==> src/rtl/fifo_burst_reader.sv <==
// Read-side burst controller for the datapath FIFO: waits for a full burst, reads it through a
// 4-entry skid buffer that absorbs the FIFO read latency, and streams it out as valid/ready/last.
module fifo_burst_reader #(
  parameter int DATA_WIDTH = 8,
  parameter int WL_WIDTH   = 11,
  parameter int BURST_LEN  = 16,
  parameter int RD_LATENCY = 1
) (
  input  logic                  clk,
  input  logic                  rst_n,
  input  logic                  en,
  output logic                  fifo_rd_en,
  input  logic [DATA_WIDTH-1:0] fifo_rd_data,
  input  logic                  fifo_rd_empty,
  input  logic [WL_WIDTH-1:0]   fifo_water_level,
  output logic                  m_valid,
  input  logic                  m_ready,
  output logic [DATA_WIDTH-1:0] m_data,
  output logic                  m_last,
  output logic                  busy,
  output logic [15:0]           burst_cnt
);

  localparam int CNT_W     = $clog2(BURST_LEN + 1);
  localparam int BUF_DEPTH = 4;

  typedef enum logic [1:0] {IDLE, BURST, DRAIN} state_e;

  typedef struct packed {
    logic                  last;
    logic [DATA_WIDTH-1:0] data;
  } entry_t;

  state_e                state_q;
  logic [CNT_W-1:0]      rd_left_q;
  logic                  busy_q;
  logic [15:0]           burst_cnt_q;

  logic [RD_LATENCY-1:0] pipe_vld_q, pipe_vld_d;
  logic [RD_LATENCY-1:0] pipe_last_q, pipe_last_d;

  entry_t                mem_q [BUF_DEPTH];
  logic [1:0]            wr_ptr_q, rd_ptr_q;
  logic [2:0]            occ_q, occ_d;

  logic [2:0]            inflight;
  logic                  rd_last;
  logic                  push, push_last, pop;
  entry_t                head;

  always_comb begin
    inflight = '0;
    for (int i = 0; i < RD_LATENCY; i++) begin
      inflight = inflight + 3'(pipe_vld_q[i]);
    end
  end

  // A read is only issued when the buffer has room for everything already in flight plus it.
  assign fifo_rd_en = (state_q == BURST) && !fifo_rd_empty && (rd_left_q != '0) &&
                      (({1'b0, occ_q} + {1'b0, inflight}) < 4'(BUF_DEPTH));

  assign rd_last     = (rd_left_q == CNT_W'(1));
  assign pipe_vld_d  = (pipe_vld_q << 1)  | RD_LATENCY'(fifo_rd_en);
  assign pipe_last_d = (pipe_last_q << 1) | RD_LATENCY'(fifo_rd_en && rd_last);

  assign push      = pipe_vld_q[RD_LATENCY-1];
  assign push_last = pipe_last_q[RD_LATENCY-1];
  assign head      = mem_q[rd_ptr_q];
  assign m_valid   = (occ_q != '0);
  assign pop       = m_valid && m_ready;

  assign m_data    = head.data;
  assign m_last    = m_valid && head.last;
  assign busy      = busy_q;
  assign burst_cnt = burst_cnt_q;

  always_comb begin
    // NOTE: default assignment first so no branch leaves occ_d unassigned and infers a latch.
    occ_d = occ_q;
    case ({push, pop})
      2'b10:   occ_d = occ_q + 3'd1;
      2'b01:   occ_d = occ_q - 3'd1;
      default: ;
    endcase
  end

  // NOTE: sequential state uses non-blocking assignments so every register sees pre-edge values.
  always_ff @(posedge clk or negedge rst_n) begin
    if (!rst_n) begin
      state_q     <= IDLE;
      rd_left_q   <= '0;
      busy_q      <= 1'b0;
      burst_cnt_q <= '0;
    end else begin
      case (state_q)
        IDLE: begin
          if (en && (fifo_water_level >= WL_WIDTH'(BURST_LEN))) begin
            state_q   <= BURST;
            rd_left_q <= CNT_W'(BURST_LEN);
            busy_q    <= 1'b1;
          end
        end
        BURST: begin
          if (fifo_rd_en) begin
            rd_left_q <= rd_left_q - CNT_W'(1);
            if (rd_last) state_q <= DRAIN;
          end
        end
        DRAIN: begin
          if (pop && m_last) begin
            state_q     <= IDLE;
            busy_q      <= 1'b0;
            burst_cnt_q <= burst_cnt_q + 16'd1;
          end
        end
        default: begin
          state_q <= IDLE;
          busy_q  <= 1'b0;
        end
      endcase
    end
  end

  always_ff @(posedge clk or negedge rst_n) begin
    if (!rst_n) begin
      pipe_vld_q  <= '0;
      pipe_last_q <= '0;
      wr_ptr_q    <= '0;
      rd_ptr_q    <= '0;
      occ_q       <= '0;
      // NOTE: the buffer entries are cleared too, so m_data reads 0 straight out of reset.
      for (int i = 0; i < BUF_DEPTH; i++) begin
        mem_q[i] <= '0;
      end
    end else begin
      pipe_vld_q  <= pipe_vld_d;
      pipe_last_q <= pipe_last_d;
      occ_q       <= occ_d;
      if (push) begin
        mem_q[wr_ptr_q] <= entry_t'{last: push_last, data: fifo_rd_data};
        wr_ptr_q        <= wr_ptr_q + 2'd1;
      end
      if (pop) begin
        rd_ptr_q <= rd_ptr_q + 2'd1;
      end
    end
  end

endmodule
==> config.mk <==
export PLATFORM = sky130hd
export DESIGN_NAME = fifo_burst_reader
export DESIGN_NICKNAME = d
export VERILOG_FILES = /design/src/rtl/fifo_burst_reader.sv
export SDC_FILE = /design/constraint.sdc
export NUM_CORES = 1
export LEC_CHECK = 0
export CORE_MARGIN = 3
export CORE_UTILIZATION = 30
export DETAILED_ROUTE_END_ITERATION = 7
export SETUP_SLACK_MARGIN = 0.5
export SYNTH_ARGS = -nofsm -noshare
export SYNTH_HDL_FRONTEND = slang
export SYNTH_SLANG_ARGS = --single-unit
==> constraint.sdc <==
create_clock -name clk -period 2.55 [get_ports clk]
set_clock_uncertainty 0.1 [all_clocks]
set_input_delay 0.3825 -clock clk [delete_from_list [all_inputs] [get_ports clk]]
set_output_delay 0.3825 -clock clk [all_outputs]
set_load 0.05 [all_outputs]
=== Word-level counts from Yosys, hierarchy flattened ===
Cells that the tools add are included.

* Latch bits: 0
* Output and inout bits: 28
* Bits of input ports: 24
* Memories: 0
* Register bits after elaboration: 69
* RAM bits: 0
* Bits in read-only memories: 0
* Logic and storage cells: 78

* Magnitude comparators: 5
* Multipliers: 0
* Mux-type cells: 18
* Shift operators: 0
* $add $sub $neg: 7
* Reduce and logical (&&, ||, !) cells: 19
* Bitwise logic cells: 3
* Divide/modulo/power cells: 0
* Equality and inequality tests: 9

{| class="wikitable"
|+ Operators with widths
! operator !! number
|-
| $bwmux W36 || 1
|-
| $mux W9 || 3
|-
| $bmux W9 S2 || 1
|-
| $demux W9 S2 || 1
|-
| $add A16 B1 Y16 const B || 1
|-
| $ge A11 B5 Y1 const B || 1
|-
| $mux W5 || 2
|-
| $pmux W5 S2 || 1
|-
| $logic_and A1 B1 Y1 || 9
|-
| $mux W2 || 4
|-
| $ne A2 B2 Y1 const B || 4
|-
| $ge A3 B3 Y1 const B || 2
|-
| $not A2 Y3 || 2
|-
| $pmux W2 S3 || 1
|-
| $pmux W3 S2 || 1
|-
| $reduce_and A3 Y1 || 2
|-
| $eq A5 B1 Y1 const B || 1
|-
| $reduce_bool A5 Y1 || 1
|-
| $sub A5 B1 Y5 const B || 1
|-
| $add A2 B1 Y2 const B || 2
|-
| $add A3 B1 Y4 || 1
|-
| $eq A2 B1 Y1 const B || 2
|-
| $eq A2 B2 Y1 const B || 2
|-
| $lt A4 B3 Y1 const B || 1
|-
| other kinds (12) || 14
|}

=== Logic depth before layout (Yosys ltp) ===
* Depth after elaboration: 8
* Mapped depth: 8
* Gate-level depth less buffers: 7

=== Worst setup path after synthesis ===
No wires, ideal clock.

* Path type: register -> register
* Start point: register rd_left_q[0]
* End point: register state_q[1]
* Data required time: 2332 ps
* Slack: 665 ps
* Period minus slack after synthesis: 1885 ps
* Setup time: 118 ps
* Path buffers: 0
* Arrival: 1667 ps
* Cell stages (with the launch flop): 8
* Cells stage by stage: dfrtp_1 -> inv_1 -> ha_1 -> or4b_4 -> nand3_2 -> inv_2 -> and4b_4 -> a21o_1

* Cells in the longest elaborated chain, start to end: 5
* Elaborated cells between the ends (all ways): 7
* Those cells by class: eq/ne (3); reduce/logical (4)

{| class="wikitable"
|+ Ends and longest elaborated chain
! what !! line !! text
|-
| start: declaration || 35 || <nowiki>logic [CNT_W-1:0] rd_left_q;</nowiki>
|-
| start signal: assignment || 99 || <nowiki>rd_left_q <= CNT_W'(BURST_LEN);</nowiki>
|-
| start signal: assignment || 105 || <nowiki>rd_left_q <= rd_left_q - CNT_W'(1);</nowiki>
|-
| $reduce_bool A5 Y1 || 59 || <nowiki>assign fifo_rd_en = (state_q == BURST) && !fifo_rd_empty && (rd_left_q != '0) &&</nowiki>
|-
| $logic_and A1 B1 Y1 (2 in a row) || 59 ||
|-
| net fifo_rd_en || 12 || <nowiki>output logic fifo_rd_en,</nowiki>
|-
| $ne A2 B2 Y1 (no source line) || n/a ||
|-
| $reduce_and A4 Y1 (no source line) || n/a ||
|-
| end signal: assignment || 90 || <nowiki>state_q <= IDLE;</nowiki>
|-
| end signal: assignment || 98 || <nowiki>state_q <= BURST;</nowiki>
|-
| end signal: assignment || 106 || <nowiki>if (rd_last) state_q <= DRAIN;</nowiki>
|-
| end: declaration || 34 || <nowiki>state_e state_q;</nowiki>
|}

The timed path passes the listed nets, and every way through them passes these cells.
A chain may end at the register's enable or synchronous reset.

=== Worst setup path after layout ===
* Start point: register rd_left_q[0]
* End point: output fifo_rd_en

* Cells in the longest elaborated chain, start to end: 3

{| class="wikitable"
|+ Ends and longest elaborated chain
! what !! line
|-
| $reduce_bool A5 Y1 || 59
|-
| $logic_and A1 B1 Y1 (2 in a row) || 59
|-
| end: declaration || 12
|}

No other way between the ends.

==> run summary <==
The run finished with clean final reports. The count of buffers added on input and output ports is 47. The measured slew at the worst slew-check pin is 494 ps. The total negative slack came out at 0 ps.

The endpoint of the worst register-to-register path is rd_left_q[1]. The total power divided by cell area is 1160 nW/um2. The via count of the first global-routing pass is 2122. The number of instances on the worst hold path is 1. The area overhead of the layout relative to synthesis came out at 30.0%. The number of instances in the synthesized netlist is 229. In the post-synthesis netlist, the biggest area contributors are dfrtp_1 54%, mux2_2 13%, mux4_2 6.4%.

The final design utilization came out at 0.411. The overall routed net length came out at 6200 um. The number of synthesized flops with an enable pin is 0. The net count after synthesis is 263. A synthesized cell averages 13.9 um2. The number of nets in the final layout is 332. For this run, the detailed router's first-pass iteration total came to 4.

The number of distinct library cell variants in the gate-level netlist after synthesis came out at 38. For hold timing, the worst endpoint is burst_cnt[15]. Dividing the detail-routed via count by the number of cells gives 4.63. The worst setup path is captured at an output pin. The part of the Yosys area used for sequential elements is 0.543. The combined area of all synthesized cells came out at 3180 um2.

The hold violation count in the final report came out at 0. The maximum number of pins on one net before global-route repair is 70. The share of post-route cells with drive strength above 1 came out at 0.318. The detailed-route DRC error count came out at 0. In this run the power spent charging and discharging nets is 1.78 mW. The peak fanout along the critical path is 3. Headroom to the max-slew limit came out at 0.667. The share of async-settable or async-resettable flops after synthesis came out at 1.00. The first global-routing pass estimated 10200 um of wire.

The antenna diode instance count is 0. The vias after detailed routing is 2014. The clock drives 69 sinks.

At the worst endpoint, the arrival time is 1710 ps. The worst path needs 2200 ps of the cycle, external delays included. The peak clock frequency supported by timing came out at 455 MHz. The number of H-tree levels is 3. The fraction of synthesized cell area taken by the top area cell type is 0.543. The total overflow reported by the global router came out at 0. The switching share of power came out at 0.370. In this run the critical register-to-register path is launched from rd_left_q[0]. In this run the worst hold path is classified as reg -> reg.

By startpoint and endpoint, the worst setup path is classified as reg -> out. The synthesized design spends more area on one cell type than any other, namely dfrtp_1. The logic gate share of total power came out at 0.471. The part of the cycle the worst path needs came out at 0.861. The Yosys step of the flow raised 0 warnings. The tool flagged a number of max-cap violations equal to 0. The placer's final routability congestion estimate came out at 0.779. The most used flip-flop cell after synthesis is dfrtp_1. 52 I/O pins were placed. The start point of the worst hold path is burst_cnt[15]. The internal power is 3.02 mW. Counting cells, the worst reg-to-reg path comes to 9. Across the VDD grid, the largest voltage drop is 0.000512 V. The die height came out at 109 um. After clock tree synthesis, the clock-pin slew on the worst setup and hold paths is 70 ps. The detailed router's first-iteration violation count is 56.

The number of max-slew violations in the final report is 0. The flip-flop and latch count after synthesis came out at 69. At the worst endpoint, the required time is 2070 ps. The final number of setup-violating endpoints came out at 0.

The floorplan die area is 11900 um2. The initial antenna violation count came out at 0. At the later pin of the worst-skew pair, clock insertion delay measures 330 ps. The total global-route track usage is 0.112. The buffer depth of the longest clock path came out at 2.

The count of standard-cell rows came out at 36. The average detailed-routed wire length per instance is 14.3 um. Summed over all cells, the static leakage comes to 1.88 nW. For this configuration, the core starts out at a cell density of 0.316.

The share of total power in the clock network came out at 0.166. The reg2reg setup slack came out at 480 ps. The region available for standard cell placement spans 10000 um2. STA classifies the critical path startpoint as a flip-flop. TritonCTS built the clock tree. The detailed placement HPWL is 4210 um. The filler cells instantiated in the layout total 957. The clock root buffer is clkbuf_8. Setup repair after global routing could not meet its margin everywhere.

The CTS buffer count is 9. The chip width came out at 109 um. The final antenna-violating net count is 0.

The sequential share of power came out at 0.363.
==> cell type report <==
type / count / area (um2) / share of cell area
well taps: 133 / 166 / 0.0403
inverters: 11 / 43.8 / 0.0106
multi-input cells: 144 / 1380 / 0.334
flip-flops and latches: 69 / 1730 / 0.418
clock inverters: 1 / 5.00 / 0.00121
clock buffers: 14 / 173 / 0.0418
repair buffers: 63 / 636 / 0.154
==> critical path, cell delays in order (launching register included) <==
cell and delay, ps:
dfrtp_1 400, inv_2 60, ha_1 130, or4b_4 490, nand3_4 110, inv_4 50
buf_12 140
==> synth_stat cells (3+ instances only) <==
cell type,count
inv_1,10
nand2_1,14
mux2_2,37
ha_1,9
nand3_1,7
nand4_1,7
and4_1,3
xor2_1,7
nor2_1,6
dfrtp_1,69
and2_1,3
o21ai_0,3
mux4_2,9
xnor2_1,16
==> worst max-delay path by stage <==
| stage | from | to | depth (start not counted) |
|---|---|---|---|
| CTS | rd_left_q[0] | fifo_rd_en | 6 |
| global route | rd_left_q[1] | fifo_rd_en | 6 |
| detailed placement | m_ready | occ_q[2] | 8 |
| global placement | m_ready | occ_q[2] | 8 |
| floorplan | rd_left_q[0] | state_q[1] | 7 |
| finish | rd_left_q[0] | fifo_rd_en | 6 |
==> cells by family (layout without fill, tap and decap cells) <==
family                   Yosys count  count (layout)  share of synthesized area
multiplexers                      47              47                      0.198
adder cells (fa/ha/maj)           10              10                     0.0417
AO/OA/AOI/OAI                     10              10                     0.0248
flip-flops                        69              69                      0.543
AND/OR/NAND/NOR                   54              54                      0.103
XOR/XNOR                          23              23                     0.0634
buffers and inverters             16              89                     0.0256
==> cell usage in the layout, fill, tap and decap left out, drive strengths merged, types with 9 or more instances in the layout <==
cell,count
clkbuf,16
clkdlybuf4s50,20
mux2,37
buf,25
nand2,14
dfrtp,69
dlygate4sd2,13
xnor2,16
inv,11
mux4,9
ha,9
==> metal layers <==
layer  up-vias  part of all wire  global-route usage
met5         -                 0                   0
met4         0             0.018              0.0541
met3         7             0.036              0.0314
met2        29              0.51               0.185
met1      1024              0.44               0.134
li1        954                 -                   -
==> registers in the layout, indices dropped and copies added (netlist names), 2 cells and up <==
| register | cells |
|---|---|
| rd_left_q | 5 |
| burst_cnt | 16 |
| wr_ptr_q | 2 |
| rd_ptr_q | 2 |
| state_q | 2 |
| mem_q | 36 |
| occ_q | 3 |
==> per-stage QoR <==
stage          std cells  total power, mW  cell area [um2]  worst slack, ps  hold slack (ps)
2_1_floorplan        229             3.22             3180              665            -13.1
3_5_place_dp         409             3.79             3810              355              335
6_report             435             4.80             4130              354              365
3_3_place_gp         409             3.74             3810              376              338
5_1_grt              435             5.11             4130              296              386
4_1_cts              432             4.68             4050              339              376
==> what timing repair did <==
action                                  CTS  global route
setup buffers                             7             2
resized for setup                        21            15
endpoints found under the setup margin   24            13
endpoints found under the hold margin    69             0
gates cloned                              0             1
pin swaps                                 2             0
hold buffers                              1             0
==> power by group through the flow <==
stage               combinational, mW  clock (mW)  sequential, mW
finish                           2.26       0.799            1.74
global placement                 2.00           0            1.73
floorplan                        1.53           0            1.69
detailed placement               2.03           0            1.76
global route                     2.43       0.878            1.80
CTS                              2.12       0.832            1.73
Power figures use the tool's default switching activity.
